`src/rtl/clk_div_meter.sv`:
```
// Measures high time, low time and period of a divided clock sampled in the clk domain,
// and reports period lock and a stuck (edgeless) input.
module clk_div_meter #(
    parameter int CNT_W   = 16,
    parameter int TIMEOUT = 1000,
    parameter int LOCK_N  = 4,
    parameter int TOL     = 0
) (
    input  logic             clk,
    input  logic             rst,
    input  logic             en,
    input  logic             sig_in,
    output logic [CNT_W-1:0] high_time,
    output logic [CNT_W-1:0] low_time,
    output logic [CNT_W:0]   period,
    output logic             meas_valid,
    output logic             locked,
    output logic             stuck,
    output logic [1:0]       dbg_state
);

    localparam int MC_W = $clog2(LOCK_N + 1);
    localparam logic [CNT_W-1:0] TIMEOUT_C = CNT_W'(TIMEOUT);
    localparam logic [CNT_W:0]   TOL_C     = (CNT_W + 1)'(TOL);
    localparam logic [MC_W-1:0]  LOCK_C    = MC_W'(LOCK_N);

    typedef enum logic [1:0] {
        IDLE = 2'd0,
        HIGH = 2'd1,
        LOW  = 2'd2
    } state_t;

    state_t           state_q;
    logic [2:0]       sync_q;
    logic [CNT_W-1:0] cnt_q, cnt_d;
    logic [CNT_W-1:0] hr_q;
    logic [CNT_W-1:0] high_q, low_q;
    logic [CNT_W:0]   period_q;
    logic [CNT_W:0]   prev_q;
    logic             prev_ok_q;
    logic [MC_W-1:0]  mc_q;
    logic             valid_q, locked_q, stuck_q;

    logic             rise, fall, evt, timeout_hit;
    logic [CNT_W:0]   period_new, diff;
    logic             match;
    logic [MC_W-1:0]  mc_inc;

    // sync_q[1] is the settled sample; sync_q[2] is its previous value.
    assign rise        = sync_q[1] & ~sync_q[2];
    assign fall        = ~sync_q[1] & sync_q[2];
    assign evt         = rise | fall;
    assign timeout_hit = !evt && (cnt_q == TIMEOUT_C);

    always_ff @(posedge clk) begin
        if (rst) begin
            sync_q <= '0;
            cnt_q  <= '0;
        end else begin
            sync_q <= {sync_q[1:0], sig_in};
            cnt_q  <= cnt_d;
        end
    end

    always_comb begin
        cnt_d = cnt_q;
        if (!en) begin
            cnt_d = '0;
        end else if (evt) begin
            cnt_d = CNT_W'(1);
        end else if (cnt_q != TIMEOUT_C) begin
            cnt_d = cnt_q + 1'b1;
        end
    end

    always_comb begin
        period_new = {1'b0, hr_q} + {1'b0, cnt_q};
        diff       = (period_new >= prev_q) ? (period_new - prev_q) : (prev_q - period_new);
        match      = prev_ok_q && (diff <= TOL_C);
        mc_inc     = (mc_q == LOCK_C) ? mc_q : (mc_q + 1'b1);
    end

    always_ff @(posedge clk) begin
        if (rst) begin
            state_q   <= IDLE;
            hr_q      <= '0;
            high_q    <= '0;
            low_q     <= '0;
            period_q  <= '0;
            prev_q    <= '0;
            prev_ok_q <= 1'b0;
            mc_q      <= '0;
            valid_q   <= 1'b0;
            locked_q  <= 1'b0;
            stuck_q   <= 1'b0;
        end else begin
            valid_q <= 1'b0;
            if (!en) begin
                // Soft clear: measured values are kept, everything else restarts.
                state_q   <= IDLE;
                locked_q  <= 1'b0;
                stuck_q   <= 1'b0;
                mc_q      <= '0;
                prev_ok_q <= 1'b0;
            end else begin
                if (evt) begin
                    stuck_q <= 1'b0;
                end
                case (state_q)
                    IDLE: begin
                        if (rise) begin
                            state_q <= HIGH;
                        end
                    end
                    HIGH, LOW: begin
                        if (state_q == HIGH && fall) begin
                            hr_q    <= cnt_q;
                            state_q <= LOW;
                        end else if (state_q == LOW && rise) begin
                            high_q    <= hr_q;
                            low_q     <= cnt_q;
                            period_q  <= period_new;
                            valid_q   <= 1'b1;
                            prev_q    <= period_new;
                            prev_ok_q <= 1'b1;
                            state_q   <= HIGH;
                            if (match) begin
                                mc_q <= mc_inc;
                                if (mc_inc == LOCK_C) begin
                                    locked_q <= 1'b1;
                                end
                            end else begin
                                mc_q     <= '0;
                                locked_q <= 1'b0;
                            end
                        end else if (timeout_hit) begin
                            stuck_q   <= 1'b1;
                            locked_q  <= 1'b0;
                            mc_q      <= '0;
                            prev_ok_q <= 1'b0;
                            state_q   <= IDLE;
                        end
                    end
                    default: state_q <= IDLE;
                endcase
            end
        end
    end

    assign high_time  = high_q;
    assign low_time   = low_q;
    assign period     = period_q;
    assign meas_valid = valid_q;
    assign locked     = locked_q;
    assign stuck      = stuck_q;
    assign dbg_state  = state_q;

endmodule
```
`config.mk`:
```
export PLATFORM = sky130hd
export DESIGN_NAME = clk_div_meter
export DESIGN_NICKNAME = d
export VERILOG_FILES = /design/src/rtl/clk_div_meter.sv
export SDC_FILE = /design/constraint.sdc
export NUM_CORES = 1
export LEC_CHECK = 0
export CAP_MARGIN = 20
export CORE_MARGIN = 5
export CORE_UTILIZATION = 30
export CTS_CLUSTER_DIAMETER = 40
export DETAILED_ROUTE_END_ITERATION = 7
export GPL_TIMING_DRIVEN = 0
export HOLD_SLACK_MARGIN = 0.12
export PLACE_DENSITY = 0.53
export SLEW_MARGIN = 20
export SYNTH_ARGS = -nofsm -noshare
export SYNTH_HDL_FRONTEND = slang
export SYNTH_SLANG_ARGS = --single-unit
```
`constraint.sdc`:
```
create_clock -name clk -period 13.6 [get_ports clk]
set_input_delay 1.36 -clock clk [delete_from_list [all_inputs] [get_ports clk]]
set_output_delay 1.36 -clock clk [all_outputs]
set_load 0.05 [all_outputs]
```
# Word-level counts from Yosys, hierarchy flattened

Index checks and enable logic that the tools add are counted.
W data, S select, Z words.

ROM bits: 0
Bits in writable memories: 0
Register bits after elaboration: 93
Memories: 0
Output and inout port bits: 54
Logic and storage cells: 77
Bits of input ports: 4
Latch bits: 0

Eq/ne operators: 9
$lt $le $gt $ge: 2
Add/subtract/negate cells: 5
Divide/modulo/power cells: 0
Multiply operators: 0
Bitwise operators: 8
Reductions and logical operators: 17
Shift-type cells: 0
Mux-type cells: 23

Operators with widths:

| operator                | count |
|---|---|
| $sub A17 B17 Y17        | 2 |
| $add A16 B16 Y17        | 1 |
| $ge A17 B17 Y1          | 1 |
| $le A17 B1 Y1 const B   | 1 |
| $mux W17                | 1 |
| $add A16 B1 Y16 const B | 1 |
| $eq A16 B10 Y1 const B  | 1 |
| $ne A16 B10 Y1 const B  | 1 |
| $mux W1                 | 13 |
| $mux W3                 | 4 |
| $mux W2                 | 4 |
| $reduce_and A4 Y1       | 2 |
| $eq A3 B3 Y1 const B    | 2 |
| $reduce_and A3 Y1       | 2 |
| $not A1 Y1              | 5 |
| $logic_and A1 B1 Y1     | 4 |
| $ne A4 B4 Y1 const B    | 1 |
| $pmux W2 S2             | 1 |
| $reduce_bool A2 Y1      | 2 |
| $reduce_or A2 Y1        | 2 |
| $reduce_or A4 Y1        | 1 |
| $add A3 B1 Y3 const B   | 1 |
| $ne A3 B2 Y1 const B    | 1 |
| $reduce_or A3 Y1        | 1 |
| 8 further kinds         | 9 |

# Depth between registers and ports, before layout

Gate-level depths: netlist (run 1).

Depth in word-level cells: 9
Gate-level depth with buffers: 21
Depth with buffers taken out: 21

# Worst setup path after synthesis (run 1)

Ideal clock, no wire load.

Kind: reg2reg
From: reg cnt_q[1]
To: reg mc_q[1]
Setup slack: 8.785 ns
Cell stages (with the launch flop): 20
Data required time: 13.526 ns
Path buffers: 1
Period minus slack after synthesis: 4.815 ns
Data arrival time: 4.741 ns
Cell sequence: dfxtp_1 -> ha_1 -> a21o_1 -> a21o_1 -> a211oi_1 -> o311ai_0 -> a311oi_1 -> o21bai_1 -> a21oi_1 -> xnor2_1 -> ha_1 -> buf_6 -> nand2_1 -> nor3_1 -> and3_1 -> or4_4 -> o22a_4 -> o41a_1 -> or4_1 -> a31oi_1

Longest elaborated chain between the ends: 7
Elaborated cells between the ends (all ways): 13
Those cells by class: 3 x add/sub; 2 x order compare; 1 x eq/ne; 3 x mux; 4 x reduce/logical

RTL lines:

| item                                                      | line | RTL |
|---|---|---|
| start: declaration                                        | 35   | `logic [CNT_W-1:0] cnt_q, cnt_d;` |
| start signal: assignment                                  | 61   | `cnt_q <= cnt_d;` |
| $add A16 B16 Y17 (*)                                      | 77   | `period_new = {1'b0, hr_q} + {1'b0, cnt_q};` |
| net period_new[15]                                        | 45   | `logic [CNT_W:0] period_new, diff;` |
| $sub A17 B17 Y17 / $ge A17 B17 Y1 (equally long branches) | 78   | `diff = (period_new >= prev_q) ? (period_new - prev_q) : (prev_q - period_new);` |
| $mux W17 (*)                                              | 78   |  |
| $le A17 B1 Y1 (*)                                         | 79   | `match = prev_ok_q && (diff <= TOL_C);` |
| $logic_and A1 B1 Y1 (*)                                   | 79   |  |
| $mux W3 (*)                                               | 127  | `if (match) begin` |
| $mux W3 (*)                                               | 119  | `end else if (state_q == LOW && rise) begin` |
| end signal: assignment                                    | 128  | `mc_q <= mc_inc;` |
| end: declaration                                          | 41   | `logic [MC_W-1:0] mc_q;` |

The timed path passes the listed nets; every way through them passes the cells marked *.
A chain may end at the register's enable or synchronous reset.

# Final worst setup path (run 1)

Ends and elaborated chain as after synthesis.

==> results.md, run 1 <==
* Pin count of the biggest net entering global routing at 18
* Final setup TNS at 0 ps
* Detailed placer's ending HPWL at between 10000 and 15000 um
* Final worst-path cycle share at 41.2%
* Die ar. at around 23000 sq um
* Root Buffer: clkbuf_16
* Syn nets at around 860
* Post-Syn Instances at ~790
* Fillers at 2101
* Postcts setup bufs at 0
* Chip height at 152 um
* Via density per instance at 4.91
* Vias in the first global route at around 5300
* Delay-heaviest family, CP: compound AO/OA/AOI/OAI gates
* Inst Count DP at approximately 1100
* IO Count at a little under 60
* Pwr dens at approximately 76 nW/um^2
* Starting DRT DRC Count at 307
* Detailed Route WL at 17300 um
* # nets final at around 920
* Synthesis-stage register bit count at slightly above 90
* First-pass GRT wire length at about 28000 um
* GRT Residual Overflow at 0
* Number of max-cap violations at 0
* Unrepaired setup endpoints after global routing: no
* Post-synth ARST share at 0%
* Synthesized cell area at roughly 6000 sq um
* Pins Over Slew Limit at 0
* Final ANT Viol Nets at 0
* FMAX at about 180 MHz
* Worst skew pair latency at about 360 ps
* Clock buffer count from CTS at 9
* CTS tree: yes
* Starting Density at between 30% and 40%
* Setup Skew at between 5 and 6 ps
* Startpoint Class: flip-flop
* Worst EP required at ~14000 ps
* CP Buf/Inv Count at 1
* Overall die width at around 150 um
* Core footprint at approximately 20000 sq um
* Seq/Total Area, Yosys at a little under a third
* Global-route usage over all layers at 15.7%
* Mapped Avg Cell Area at 7.62 sq um
* Critical Path End Type: flip-flop
* Crit path max fanout at 8
* Routed len/inst at between 15 and 20 um
* Distinct cell type count after synthesis at between 70 and 80
* Ys flop type: dfxtp_1
* Critical Path Max Stage Delay at about 530 ps
* CTS Sinks at 93
* First-pass iteration count of the detailed router at 5
* Cts-stage hold buffer count at 0
* Non-Filler Instances at about 1100
* Synth warnings at 0
* Util after Layout at a little under two fifths
* Kind of critical path: reg2reg
* Final number of setup-violating endpoints at 0
* Actual slew at the worst max-slew pin at slightly below 800 ps
* Share of layout cells above drive strength 1 at approximately 5.3%
* Antenna violations before repair at 0
* Slowest CP cell: dfxtp_1
* GPL Wtd Cong at 0.844
* Final Hold Viols at 0
* H-tree depth at 3
* Longest Clk Path Bufs at 2
* Remaining DRCs at 0
* R2r setup slk at between 7000 and 8000 ps
* Port Buf Inserts at 56
* Clock transition at path regs at approximately 70 ps
* Area Overhead vs Synth at 19.5%
* DR vias at 5539
* Final min period at 5610 ps
* Static leakage at about 0.0027 uW
* EDFF count, synth at 0
* IR drop worst, VDD at between 0.00005 and 0.00006 V
* Diodes inserted at 0
* Rows at around 50
* Outcome: complete, no violations
* Slew headroom at roughly 48%
* Hold crit path type: reg2reg
* CP Cell Sequence: ha_1, a21o_1, a21o_1, a211oi_1, o311ai_0, a311oi_1, o21bai_1, a21oi_1, xnor2_1, ha_1, buf_6, nand2_1, nor3_1, and3_1, or4_4, o22a_4, o41a_1, nor3_1, nand4_1, a31oi_1
* Post-CTS sizing at 0
* Crit path DAT at slightly below 6000 ps
cells by family (layout without fill, tap and decap cells):
kind of cell | Yosys count | after routing | synth area share [%]
simple gates | 318 | 318 | 24.5
fa+ha+maj | 60 | 60 | 12.6
xor+xnor | 34 | 34 | 4.94
mux | 3 | 3 | 0.498
buf+inv | 85 | 157 | 6.00
flops | 93 | 93 | 30.9
compound gates | 198 | 198 | 20.6
area by class of cell:
| class | count | area [sq um] | area share [%] |
|---|---|---|---|
| Multi-Input combinational cell | 613 | 3800 | 52.8 |
| Sequential cell | 93 | 1860 | 25.8 |
| Timing Repair Buffer | 56 | 561 | 7.78 |
| Tap cell | 265 | 332 | 4.60 |
| Clock buffer | 9 | 225 | 3.13 |
| Inverter | 53 | 199 | 2.76 |
| Buffer | 32 | 163 | 2.26 |
| Clock inverter | 7 | 60.1 | 0.834 |
stage by stage:
| step | total power [uW] | setup slack (ps) | cell area [sq um] | hold slack, ps |
|---|---|---|---|---|
| 6_report | 546 | 7990 | 7200 | 443 |
| 5_1_grt | 567 | 7400 | 7200 | 465 |
| 4_1_cts | 553 | 7940 | 7200 | 450 |
| 3_5_place_dp | 307 | 7990 | 6920 | 433 |
| 3_3_place_gp | 307 | 7920 | 6920 | 423 |
| 2_1_floorplan | 299 | 8790 | 6030 | 414 |
cells in the mapped netlist, drive strengths merged (5+ instances only):
master	instances	area share, %
a211oi	8	1.0
a21o	9	1.1
a21oi	105	8.8
a31oi	6	0.62
and2	5	0.56
and3	9	0.93
buf	12	1.5
clkbuf	20	1.2
dfxtp	93	31
ha	59	12
inv	53	3.3
nand2	161	10
nand2b	9	0.93
nand3	15	1.2
nand4	9	1.0
nor2	45	2.8
nor2b	5	0.52
nor3	25	2.2
o21ai	23	1.9
o21bai	8	1.0
or2	6	0.62
or3	8	0.83
xnor2	21	3.1
xor2	13	1.9
cells in the final DEF, fill, tap and decap left out, types with 9 or more instances in the layout:
cell,Yosys,routed
ha_1,59,59
nor3_1,23,23
clkbuf_16,0,9
nor2_1,45,45
xor2_1,13,13
nand2_1,161,161
nand2b_1,9,9
xnor2_1,21,21
a21o_1,9,9
clkbuf_1,20,20
and3_1,9,9
a21oi_1,103,103
nand3_1,15,15
dfxtp_1,93,93
clkdlybuf4s50_1,0,56
inv_1,53,53
o21ai_0,22,22
registers in the layout, indices dropped and copies added (netlist names):
name	count
locked	1
cnt_q	16
hr_q	16
dbg_state	2
prev_ok_q	1
sync_q	3
meas_valid	1
prev_q	17
high_time	16
mc_q	3
stuck	1
low_time	16
worst reg2reg max path: stages, from the launching register on:
cell,delay (ps)
dfxtp_1,530
ha_1,290
a21o_1,150
a21o_1,210
a211oi_1,360
o311ai_0,250
a311oi_1,380
o21bai_1,100
a21oi_1,190
xnor2_1,270
ha_1,330
buf_6,140
nand2_1,110
nor3_1,90
and3_1,220
or4_4,490
o22a_4,230
o41a_1,470
nor3_1,390
nand4_1,150
a31oi_1,170
layer usage:
layer,GRT usage [%],share of wire (%),vias to the layer above
li1,-,-,2874
met2,25.6,45,82
met4,4.63,1.8,0
met3,2.94,3.4,21
met5,0,0,-
met1,21.2,49,2562
where the power goes:
group	internal [uW]	leakage [uW]	switching [uW]	total, uW
Clock	126	0.000139	119	245
Combinational	10.5	0.00180	16.4	26.9
Sequential	273	0.000750	0.967	274
path summary, 6_finish.rpt:
path	end	cells past startpoint	startpoint
worst max-delay path	mc_q[1]	20	cnt_q[1]
worst min register to register	sync_q[1]	1	sync_q[0]
worst min-delay path	sync_q[1]	1	sync_q[0]
worst max register to register	mc_q[1]	20	cnt_q[1]
Note: power is estimated with default switching activity, not from simulation.
==> run 2: changes to the inputs <==
- clock period: 13.6 -> 5.2 ns (I/O delays scaled with it)
==> run 2 against run 1 <==
  * Fmax grew 12%
  * Global-route usage grew 0.14 points
  * Combinational power grew to 2.7 times the previous value
  * Non-clock buffer count grew 5
  * Clock power grew to 2.6 times the previous value
  * Total power grew to 2.6 times the previous value
  * Register-to-register slack lost 7800 ps
  * Critical path type unchanged
==> results.md, run 2 (synthesis results as in run 1) <==
* IR drop worst, VDD at 0.000148 V (was 0.0000561 V)
* Commonest non-fill, non-tap cell in the layout: nand2_1 (unchanged)
* Fillers at 2087 (was 2101)
* First-pass GRT wire length at 28700 um (was 28400 um)
* CP Buf/Inv Count at 1 (unchanged)
* Clock transition at path regs at 70 ps (about the same)
* Global-route usage over all layers at 15.8% (was 15.7%)
* GRT Residual Overflow at 0 (unchanged)
* Chip height at 152 um (unchanged)
* FMAX at 200 MHz (was 178 MHz)
* Max FFs per register at 17 (unchanged)
* Via density per instance at 4.97 (was 4.91)
* Die ar. at 23000 sq um (unchanged)
* Cts-stage hold buffer count at 0 (unchanged)
* Critical Path End Type: flip-flop (unchanged)
* Detailed Route WL at 17600 um (was 17300 um)
* Share of layout cells above drive strength 1 at 9.33% (was 5.33%)
* Longest Clk Path Bufs at 2 (unchanged)
* Area Overhead vs Synth at 23.3% (was 19.5%)
* Slew headroom at 51.1% (was 47.6%)
* Top Usage Layer GRT: met2 (unchanged)
* Starting Density at 30.8% (unchanged)
* Vias in the first global route at 5372 (was 5315)
* Tot Pwr at 1430 uW (was 546 uW)
* Met2 usage at 25.8% (was 25.6%)
* First-pass iteration count of the detailed router at 4 (was 5)
* Actual slew at the worst max-slew pin at 728 ps (was 781 ps)
* Commonest non-fill, non-tap cells in the layout: nand2_1, a21oi_1, dfxtp_1, ha_1, clkdlybuf4s50_1 (unchanged)
* Crit path DAT at 5290 ps (was 5900 ps)
* Pins Over Slew Limit at 0 (unchanged)
* Critical Path Max Stage Delay at 530 ps (about the same)
* Slowest CP cell: or4_1 (was dfxtp_1)
* Final ANT Viol Nets at 0 (unchanged)
* Outcome: complete, no violations (unchanged)
* Final setup TNS at 0 ps (unchanged)
* DR vias at 5627 (was 5539)
* Register with the most flip-flops: prev_q (unchanged)
* Inst Count DP at 1112 (unchanged)
* Worst skew pair latency at 360 ps (about the same)
* Delay-heaviest family, CP: compound AO/OA/AOI/OAI gates (unchanged)
* Port Buf Inserts at 56 (unchanged)
* Detailed placer's ending HPWL at 13500 um (unchanged)
* Overall die width at 152 um (unchanged)
* Non-Filler Instances at 1133 (was 1128)
* Final Hold Viols at 0 (unchanged)
* Final number of setup-violating endpoints at 0 (unchanged)
* Clock buffer count from CTS at 9 (unchanged)
* Setup Skew at 5.39 ps (was 5.43 ps)
* Routed len/inst at 15.5 um (was 15.3 um)
* Global Route met3 Usage at 2.94% (unchanged)
* Hold crit path type: reg2reg (unchanged)
* Core footprint at 19600 sq um (unchanged)
* Startpoint Class: flip-flop (unchanged)
* Reg area at 1870 sq um (was 1860 sq um)
* Final min period at 5000 ps (was 5610 ps)
* Starting DRT DRC Count at 305 (was 307)
* Worst EP required at 5490 ps (was 13890 ps)
* Multi-input logic area at 3990 sq um (was 3800 sq um)
* Kind of critical path: reg2reg (unchanged)
* Root Buffer: clkbuf_16 (unchanged)
* Pwr dens at 193 nW/um^2 (was 75.8 nW/um^2)
* CTS tree: yes (unchanged)
* CTS Sinks at 93 (unchanged)
* Crit path max fanout at 7 (was 8)
* Antenna violations before repair at 0 (unchanged)
* Static leakage at 0.00278 uW (was 0.00269 uW)
* Rows at 51 (unchanged)
* Number of max-cap violations at 0 (unchanged)
* Diodes inserted at 0 (unchanged)
* Met1 GRT Util at 21.4% (was 21.2%)
* # nets final at 927 (was 922)
* H-tree depth at 3 (unchanged)
* IO Count at 58 (unchanged)
* Remaining DRCs at 0 (unchanged)
* GPL Wtd Cong at 0.844 (unchanged)
* Most frequent CP cell: a21oi_2
* CP Cell Sequence: ha_1, fa_1, a21o_1, a21oi_2, o21bai_2, o211a_1, nor2_1, a21oi_2, a31oi_2, xnor2_2, buf_4, ha_4, nand2_2, nor3_2, and3_1, or4_4, o22a_4, o41a_1, or4_1, a31oi_1 (was ha_1, a21o_1, a21o_1, a211oi_1, o311ai_0, a311oi_1, o21bai_1, a21oi_1, xnor2_1, ha_1, buf_6, nand2_1, nor3_1, and3_1, or4_4, o22a_4, o41a_1, nor3_1, nand4_1, a31oi_1)
* Final worst-path cycle share at 96.2% (was 41.2%)
* Pin count of the biggest net entering global routing at 18 (unchanged)
[run 2: timing repair]
item | 4_1_cts | 5_1_grt
resized for setup | 19 | 18
setup buffers | 3 | 2
pin swaps | 3 | 8
endpoints found under the setup margin | 4 | 4
cloned | 0 | 0
[run 2: power by group]
part / total, uW / switching [uW] / leakage (uW) / internal (uW)
combinational: 73.2 / 44.7 / 0.00189 / 28.5
clock: 642 / 311 / 0.000139 / 331
sequential: 716 / 2.56 / 0.000752 / 713
total: 1430 / 359 / 0.00278 / 1070
[run 2: path summary, 6_finish.rpt]
| kind | start | end | slack, ps | cells past startpoint |
|---|---|---|---|---|
| max | cnt_q[0] | mc_q[1] | 200 | 20 |
| min | sync_q[0] | sync_q[1] | 440 | 1 |
| max reg2reg | cnt_q[0] | mc_q[1] | 200 | 20 |
| min reg2reg | sync_q[0] | sync_q[1] | 440 | 1 |
[run 2: area by class of cell]
cell class	instances	share of cell area (%)
Buffer	32	2.19
Clock buffer	9	3.03
Clock inverter	7	0.808
Inverter	53	2.68
Multi-Input combinational cell	613	53.6
Sequential cell	93	25.2
Tap cell	265	4.46
Timing Repair Buffer	61	8.05
[run 2: layer usage]
metal	vias to the layer above	wire (um)
li1	2884	-
met5	-	0
met4	0	294
met1	2638	8700
met2	83	8040
met3	22	567
[run 2: stage by stage]
stage	area (sq um)	util [%]	setup WS [ps]	hold slack, ps
after floorplan	6030	-	385	414
after global placement	6920	35.3	-482	423
after detailed placement	6920	35.3	-414	433
after CTS	7310	37.3	32.4	450
after global routing	7430	37.9	-14.6	465
final	7430	37.9	199	442
==> run 3: changes to the inputs <==
--- a/config.mk
+++ b/config.mk
@@ -15,3 +15,3 @@
 export PLACE_DENSITY = 0.53
-export SLEW_MARGIN = 20
+export SLEW_MARGIN = 0
 export SYNTH_ARGS = -nofsm -noshare
==> constraint.sdc (replaced) <==
create_clock -name clk -period 5.2 [get_ports clk]
set_input_delay 1.04 -clock clk [delete_from_list [all_inputs] [get_ports clk]]
set_output_delay 1.04 -clock clk [all_outputs]
set_load 0.05 [all_outputs]
==> results of run 3 <==
Final layout, timing and power as in run 2 (identical DEF).
